--- src/rtl/tone_sequencer.sv ---
// tone_sequencer: steps through a small (pitch, duration) pattern, drives the
// triangle generator's frequency select and gates its PCM stream towards the
// PDM modulator (midscale while muted).
//
// Ports:
//   clk, rst_n     system clock, synchronous active-low reset
//   ena            tick prescaler enable; low freezes prescaler, counter, state
//   load_en        pattern write strobe (honoured only while idle)
//   load_addr      pattern entry to write
//   load_data      [7:4] pitch code, [3:0] duration in ticks (0 = end marker)
//   start          begin playback from entry 0 (level-sampled)
//   stop           abort playback (wins over everything else)
//   loop           restart at entry 0 after the last entry
//   pcm_in         PCM sample from the triangle generator
//   pitch_out      frequency select to the triangle generator
//   pcm_out        gated PCM to the PDM modulator (1-cycle latency)
//   busy           high while playing a note or its trailing gap
//   step_idx       index of the current entry
//   step_strobe    one-cycle pulse on every note start
module tone_sequencer #(
  parameter int unsigned STEPS      = 8,
  parameter int unsigned TICK_DIV   = 12000,
  parameter logic [15:0] MUTE_LEVEL = 16'h8000,
  localparam int unsigned IW = (STEPS > 1) ? $clog2(STEPS) : 1
) (
  input  logic          clk,
  input  logic          rst_n,
  input  logic          ena,
  input  logic          load_en,
  input  logic [IW-1:0] load_addr,
  input  logic [7:0]    load_data,
  input  logic          start,
  input  logic          stop,
  input  logic          loop,
  input  logic [15:0]   pcm_in,
  output logic [3:0]    pitch_out,
  output logic [15:0]   pcm_out,
  output logic          busy,
  output logic [IW-1:0] step_idx,
  output logic          step_strobe
);

  localparam int unsigned PW = $clog2(TICK_DIV);

  localparam logic [1:0] ST_IDLE = 2'd0;
  localparam logic [1:0] ST_PLAY = 2'd1;
  localparam logic [1:0] ST_GAP  = 2'd2;

  logic [1:0]    state_q,  state_d;
  logic [PW-1:0] presc_q,  presc_d;
  logic [3:0]    rem_q,    rem_d;
  logic [IW-1:0] idx_q,    idx_d;
  logic [3:0]    pitch_q,  pitch_d;
  logic [15:0]   pcm_q,    pcm_d;
  logic          busy_q,   busy_d;
  logic          strobe_q, strobe_d;
  logic [7:0]    mem_q [STEPS];
  logic [7:0]    mem_d [STEPS];

  logic          tick_c;
  logic          entry0_ok_c;
  logic          last_step_c;
  logic [IW-1:0] next_idx_c;
  logic          go_c;
  logic [IW-1:0] go_idx_c;

  assign tick_c      = ena && (presc_q == PW'(TICK_DIV - 1));
  assign entry0_ok_c = (mem_q[0][3:0] != 4'd0);
  assign last_step_c = (idx_q == IW'(STEPS - 1));
  assign next_idx_c  = idx_q + IW'(1);

  // Next-state, pattern write and output computation
  always_comb begin
    state_d  = state_q;
    presc_d  = presc_q;
    rem_d    = rem_q;
    idx_d    = idx_q;
    pitch_d  = pitch_q;
    strobe_d = 1'b0;
    mem_d    = mem_q;
    go_c     = 1'b0;
    go_idx_c = '0;

    if (load_en && (state_q == ST_IDLE)) begin
      mem_d[load_addr] = load_data;
    end

    case (state_q)
      ST_PLAY: begin
        if (tick_c) begin
          presc_d = '0;
          if (rem_q == 4'd1) begin
            state_d = ST_GAP;
            rem_d   = 4'd0;
          end else begin
            rem_d = rem_q - 4'd1;
          end
        end else if (ena) begin
          presc_d = presc_q + PW'(1);
        end
      end
      ST_GAP: begin
        if (tick_c) begin
          presc_d = '0;
          // The last entry never reads past the end; only loop can wrap.
          if (!last_step_c && (mem_q[next_idx_c][3:0] != 4'd0)) begin
            go_c     = 1'b1;
            go_idx_c = next_idx_c;
          end else if (loop && entry0_ok_c) begin
            go_c     = 1'b1;
            go_idx_c = '0;
          end else begin
            state_d = ST_IDLE;
            pitch_d = 4'd0;
            idx_d   = '0;
          end
        end else if (ena) begin
          presc_d = presc_q + PW'(1);
        end
      end
      default: begin
        presc_d = '0;
        if (ena && start && entry0_ok_c) begin
          go_c     = 1'b1;
          go_idx_c = '0;
        end
      end
    endcase

    // Note start: load the entry and restart the prescaler.
    if (go_c) begin
      state_d  = ST_PLAY;
      idx_d    = go_idx_c;
      pitch_d  = mem_q[go_idx_c][7:4];
      rem_d    = mem_q[go_idx_c][3:0];
      presc_d  = '0;
      strobe_d = 1'b1;
    end

    // Abort overrides any tick or start in the same cycle.
    if (stop) begin
      state_d  = ST_IDLE;
      pitch_d  = 4'd0;
      idx_d    = '0;
      presc_d  = '0;
      rem_d    = 4'd0;
      strobe_d = 1'b0;
    end

    busy_d = (state_d != ST_IDLE);
    pcm_d  = (state_q == ST_PLAY) ? pcm_in : MUTE_LEVEL;
  end

  // State and pattern registers
  always_ff @(posedge clk) begin
    if (!rst_n) begin
      state_q  <= ST_IDLE;
      presc_q  <= '0;
      rem_q    <= 4'd0;
      idx_q    <= '0;
      pitch_q  <= 4'd0;
      pcm_q    <= MUTE_LEVEL;
      busy_q   <= 1'b0;
      strobe_q <= 1'b0;
      for (int i = 0; i < int'(STEPS); i++) begin
        mem_q[i] <= 8'h00;
      end
    end else begin
      state_q  <= state_d;
      presc_q  <= presc_d;
      rem_q    <= rem_d;
      idx_q    <= idx_d;
      pitch_q  <= pitch_d;
      pcm_q    <= pcm_d;
      busy_q   <= busy_d;
      strobe_q <= strobe_d;
      mem_q    <= mem_d;
    end
  end

  assign pitch_out   = pitch_q;
  assign pcm_out     = pcm_q;
  assign busy        = busy_q;
  assign step_idx    = idx_q;
  assign step_strobe = strobe_q;

endmodule

--- config.mk ---
export PLATFORM = sky130hd
export DESIGN_NAME = tone_sequencer
export DESIGN_NICKNAME = d
export VERILOG_FILES = /design/src/rtl/tone_sequencer.sv
export SDC_FILE = /design/constraint.sdc
export NUM_CORES = 1
export LEC_CHECK = 0
export CORE_UTILIZATION = 55
export CTS_BUF_LIST = sky130_fd_sc_hd__clkbuf_8 sky130_fd_sc_hd__clkbuf_16
export DETAILED_ROUTE_END_ITERATION = 10
export PLACE_DENSITY = 0.88
export SLEW_MARGIN = 30
export SYNTH_ARGS = -nofsm -noshare
export SYNTH_HDL_FRONTEND = slang
export SYNTH_SLANG_ARGS = --single-unit
--- constraint.sdc ---
create_clock -name clk -period 9.05 [get_ports clk]
set_input_delay 1.81 -clock clk [delete_from_list [all_inputs] [get_ports clk]]
set_output_delay 1.81 -clock clk [all_outputs]
set_load 0.005 [all_outputs]
# After elaboration in Yosys (flattened, before gate mapping)
# Cells that the tools add are included.
[word_totals] mem_bits_ro=0 n_memories=0 latchBits=0 wordCells=96 reg_bits=109 ram_bits=0
[op_classes] multipliers=0 shifts=0 add_sub_neg=3 mux=40 eq_ne=7 n_reduce_logical=21 magnitude_cmp=4 n_div=0 bitwise=5
[op_table] cell="$bwmux W64" n=1
[op_table] cell="$bmux W8 S3" n=2
[op_table] cell="$mux W4" n=11
[op_table] cell="$demux W8 S3" n=1
[op_table] cell="$mux W3" n=8
[op_table] cell="$mux W8" n=3
[op_table] cell="$add A14 B1 Y14 const B" n=1
[op_table] cell="$eq A14 B14 Y1 const B" n=1
[op_table] cell="$mux W2" n=7
[op_table] cell="$ge A4 B4 Y1 const B" n=3
[op_table] cell="$not A3 Y4" n=3
[op_table] cell="$reduce_bool A2 Y1" n=4
[op_table] cell="$reduce_bool A4 Y1" n=2
[op_table] cell="$logic_and A1 B1 Y1" n=7
[op_table] cell="$mux W1" n=5
[op_table] cell="$reduce_or A5 Y1" n=1
[op_table] cell="$eq A4 B1 Y1 const B" n=1
[op_table] cell="$lt A4 B1 Y1 const B" n=1
[op_table] cell="$ne A2 B2 Y1 const B" n=2
[op_table] cell="$pmux W2 S2" n=1
[op_table] cell="$reduce_and A2 Y1" n=2
[op_table] cell="$reduce_and A4 Y1" n=1
[op_table] cell="$reduce_or A2 Y1" n=2
[op_table] cell="$sub A4 B1 Y4 const B" n=1
[op_table] cell="8 further kinds" n=9

# Longest topological paths before layout
[depth] depth_word=15 mapped_depth=11

# Worst setup path before layout
# OpenSTA, ideal clock, no wires.
[synth_timing] path_kind="in2reg" from="input port ena" to="register rem_q[0]" arrival_ps=3884 setup_time_ps=120 stages=7 path_slack_ps=5046 path_cell_list="clkbuf_1 -> nand3_1 -> or4_4 -> a311o_1 -> a311oi_4 -> a211oi_1 -> o31a_1"
[synth_between] elab_chain_cells=8
[synth_lines] element="start: declaration" line="28" text="input logic ena,"
[synth_lines] element="$logic_and A1 B1 Y1" line="67" text="assign tick_c = ena && (presc_q == PW'(TICK_DIV - 1));"
[synth_lines] element="$mux W3" line="103" text="if (tick_c) begin"
[synth_lines] element="$mux W3"
[synth_lines] element="$not A3 Y4 (implied by the code)" line="135" text="rem_d = mem_q[go_idx_c][3:0];"
[synth_lines] element="$bmux W8 S3" line="135"
[synth_lines] element="$mux W8 (implied by the code) (2 in series)" line="135"
[synth_lines] element="$mux W4" line="131" text="if (go_c) begin"
[synth_lines] element="end signal: assignment" line="171" text="rem_q <= rem_d;"
[synth_lines] element="end: declaration" line="51" text="logic [3:0] rem_q, rem_d;"
# Several ways; a longest one is shown, not always the timed one. The select of a mux whose other input is x is not followed.
# A chain may end at the register's enable or synchronous reset.

# Worst setup path after layout
[layout_timing] from="input port ena" to="register pitch_q[2] (netlist: pitch_out[2])"
[layout_between] elab_chain_cells=8
[layout_lines] element="$logic_and A1 B1 Y1" line="67"
[layout_lines] element="$mux W3" line="103"
[layout_lines] element="$mux W3"
[layout_lines] element="$not A3 Y4 (implied by the code)" line="134" text="pitch_d = mem_q[go_idx_c][7:4];"
[layout_lines] element="$bmux W8 S3" line="134"
[layout_lines] element="$mux W8 (2 in series)"
[layout_lines] element="$mux W4" line="131"
[layout_lines] element="end signal: assignment" line="173" text="pitch_q <= pitch_d;"
[layout_lines] element="end: declaration" line="53" text="logic [3:0] pitch_q, pitch_d;"
# Several ways; a longest one is shown, not always the timed one. The select of a mux whose other input is x is not followed.

==> results.toml <==
[cts]
cts.path.max_buffers = 2
clk_latency_ps = 380
clk_pin_slew_ps = 110
cts_setup_buffers = 0
cts_buffers = 9
cts_tree = "built"
cts_resized = 0
hold_buffers = 0
clockRootBuffer = "clkbuf_8"
htree_levels = 3
cts_sinks = 109

[critical_path]
startpoint_type = "input pin"
crit_type = "in2reg"
worst_ep_required_time_ps = 9360
critPathArrivalTime_ps = 4710
rr_startpoint = "step_idx[0]"
slowest_delay_ps = 660
worst_setup_path_end_kind = "flop"
path_cells = "clkdlybuf4s50_1 -> nand3_1 -> or4_4 -> a311oi_1 -> a21oi_1 -> a211oi_1 -> o21ai_1 -> o211ai_1"
cp_max_fo = 7
r2r-end = "pitch_out[0]"
r2r_setup_slack_ps = 4780
worst-r2r-cell-count = 8
slowest_stage = "or4_4"

[synth]
synthTopCellsByCount = "dfxtp_1 (109), mux2i_1 (75), nor2b_1 (66)"
synth_top_family_by_area = "simple AND/OR/NAND/NOR gates"
netlist_area_um2 = 5250
synth_compound_area_share_pct = 11.7
synthMuxAreaShare_pct = 16.9
synth_most_common_cell = "dfxtp_1"
synth_simple_gate_area_share_pct = 23.1
synth_top_area_share_pct = 41.6
ys_async_sr_fraction_pct = 0
yosysTopAreaCell = "dfxtp_1"
ys_seq_elements = 109
syn_area_per_cell_um2 = 9.72
ys_top_cells_by_area = "dfxtp_1 (42%), mux2i_1 (14%), nor2b_1 (7.9%)"
synth_xor_area_share_pct = 1.83
synthAdderAreaFrac_pct = 1.91
syn-num-nets = 582
synthCells = 540
ys_seq_area_share_pct = 41.6
synth_flop_cell = "dfxtp_1"
synthDistinctLibCells = 63
synth_edf_count = 0
yosysWarnings = 0

[detailed_routing]
avgViaCountPerCell = 5.96
wl_met3_um = 918
wl_met1_mm = 5.81
wl_met2_mm = 6.05
drc = 0
postRouteAntennaNets = 0
wirelength_mm = 13.0
vias = 4259
dr.pass1.iters = 5
wl_per_cell_um = 18.2
drt_iter0_drc = 414
routed.top_layer = "met4"

[layout]
syn2layout_area_growth_pct = 16.0
layoutNonFillerInstCount = 714
final_core_util_pct = 65.9
drive_gt1_share_pct = 8.55
fin_nets = 622
insertedDiodeCount = 0

[hold_path]
worst_hold_path.endpoint = "pitch_out[3]"
hold_depth = 2
min_from = "pitch_out[3]"
min_path_type = "reg2reg"

[sta]
finalClockSkew_ps = 14.4
setup_slack_ps = 4650
hold_viol_final = 0
tightest_slew_ps = 930
min_period_ps = 4400
relSlewSlack_pct = 37.8
post-route-period-util_pct = 48.6
setup_viol = 0
rsz0062_at_grt = "false"
drv_slew = 0
fmax_mhz = 227
tns_ps = 0

[die]
initial_core_util_pct = 56.8
coreArea_um2 = 9240
fp.dieH_um = 99.7
pin_count = 59
dieArea_um2 = 9940
rows = 35
die_x_um = 99.7

[placed_design]
port_buffers = 58
preCtsSetupSlack_ps = 4360
dp_cells = 698
hpwl_mm = 9.30
finalWeightedCongestion = 0.963

[power_and_ir_drop]
powerDensity_nw_per_um2 = 142
peakVddDrop_uv = 85.2
leakagePower_nw = 2.12

[global_routing]
first_global_vias = 4210
antenna_found_initial = 0
overflow = 0
grt_pass1_wl_mm = 21.0
grt_use_total_pct = 27.1
grt_max_degree = 83

[run_status]
status = "complete, no violations"

[job]
drv_cap = 0
-- state kept, by name (all words and copies together), names as in the netlist --
name         flops
pcm_out         16
rem_q            4
pitch_out        4
state_q          2
mem_q           64
presc_q         14
busy             1
step_idx         3
step_strobe      1
-- cells in the final DEF, fill, tap and decap left out, drive strengths merged, types with 2 or more instances in the layout --
cell,netlist,layout
o21ai,16,16
clkbuf,25,9
a311oi,2,2
o22ai,5,5
and2,2,2
buf,5,2
o31a,4,4
a31oi,2,2
ha,8,8
nor3,5,5
nand3b,2,2
mux2,12,12
nor3b,2,2
nor4,9,9
nand4b,3,3
a21oi,15,15
o221ai,4,4
nand4,5,5
o211ai,4,4
nand2b,3,3
clkinv,0,2
xor2,6,6
inv,11,15
xnor2,5,5
nand3,17,17
nand2,23,23
and3,19,19
clkdlybuf4s50,0,57
mux2i,75,75
or4,7,7
nor2b,66,66
dfxtp,109,109
or3,5,5
a22o,2,2
a311o,2,2
a211oi,9,9
nor2,33,33
-- worst max-delay path, delay by kind of cell --
family / cells / cell delay [ps]
simple gates: 2 / 970
buf+inv: 1 / 610
compound gates: 5 / 1320
-- power breakdown --
| group | switching (W) | leakage, nW | internal, W |
|---|---|---|---|
| clock network | 0.000178 | 0.108 | 0.000132 |
| registers | 0.00000463 | 0.880 | 0.000486 |
| logic | 0.0000315 | 1.14 | 0.0000318 |
-- cells by family (layout without fill, tap and decap cells) --
kind of cell / count (synthesis) / count (layout)
and+or+nand+nor: 203 / 203
DFF: 109 / 109
muxes: 87 / 87
AOI/OAI and AO/OA: 81 / 81
buffers and inverters: 41 / 86
xor gates and xnor gates: 11 / 11
adders and majority gates: 8 / 8
-- how the worst max path moves through the flow --
| stage | startpoint | end | slack, ps | cells past startpoint |
|---|---|---|---|---|
| finish | ena | pitch_out[2] | 4650 | 8 |
| global route | ena | pitch_out[0] | 4550 | 8 |
| CTS | ena | pitch_out[2] | 4690 | 8 |
| detailed placement | ena | rem_q[3] | 4360 | 7 |
| global placement | ena | rem_q[3] | 4430 | 7 |
| floorplan | ena | rem_q[0] | 5050 | 7 |
-- final cells by class --
cell class | count | area [um^2]
Clock buffer | 9 | 124
Clock inverter | 7 | 80.1
Fill cell | 733 | 3150
Inverter | 11 | 41.3
Multi-Input combinational cell | 390 | 2920
Sequential cell | 109 | 2180
Tap cell | 129 | 161
Timing Repair Buffer | 59 | 583
-- metal layers --
metal	vias to the layer above	track usage [%]
met4	0	8.94
met1	2028	34.9
li1	2025	-
met2	177	44.7
met5	-	0
met3	29	6.25
-- metrics by stage --
step	cell area [um^2]	hold WS (ps)	total power (W)
floorplan	5250	471	0.000538
global placement	5880	486	0.000561
detailed placement	5890	509	0.000564
CTS	6090	532	0.000865
global route	6090	549	0.000892
finish	6090	532	0.000864
Note: power is estimated with default switching activity, not from simulation.
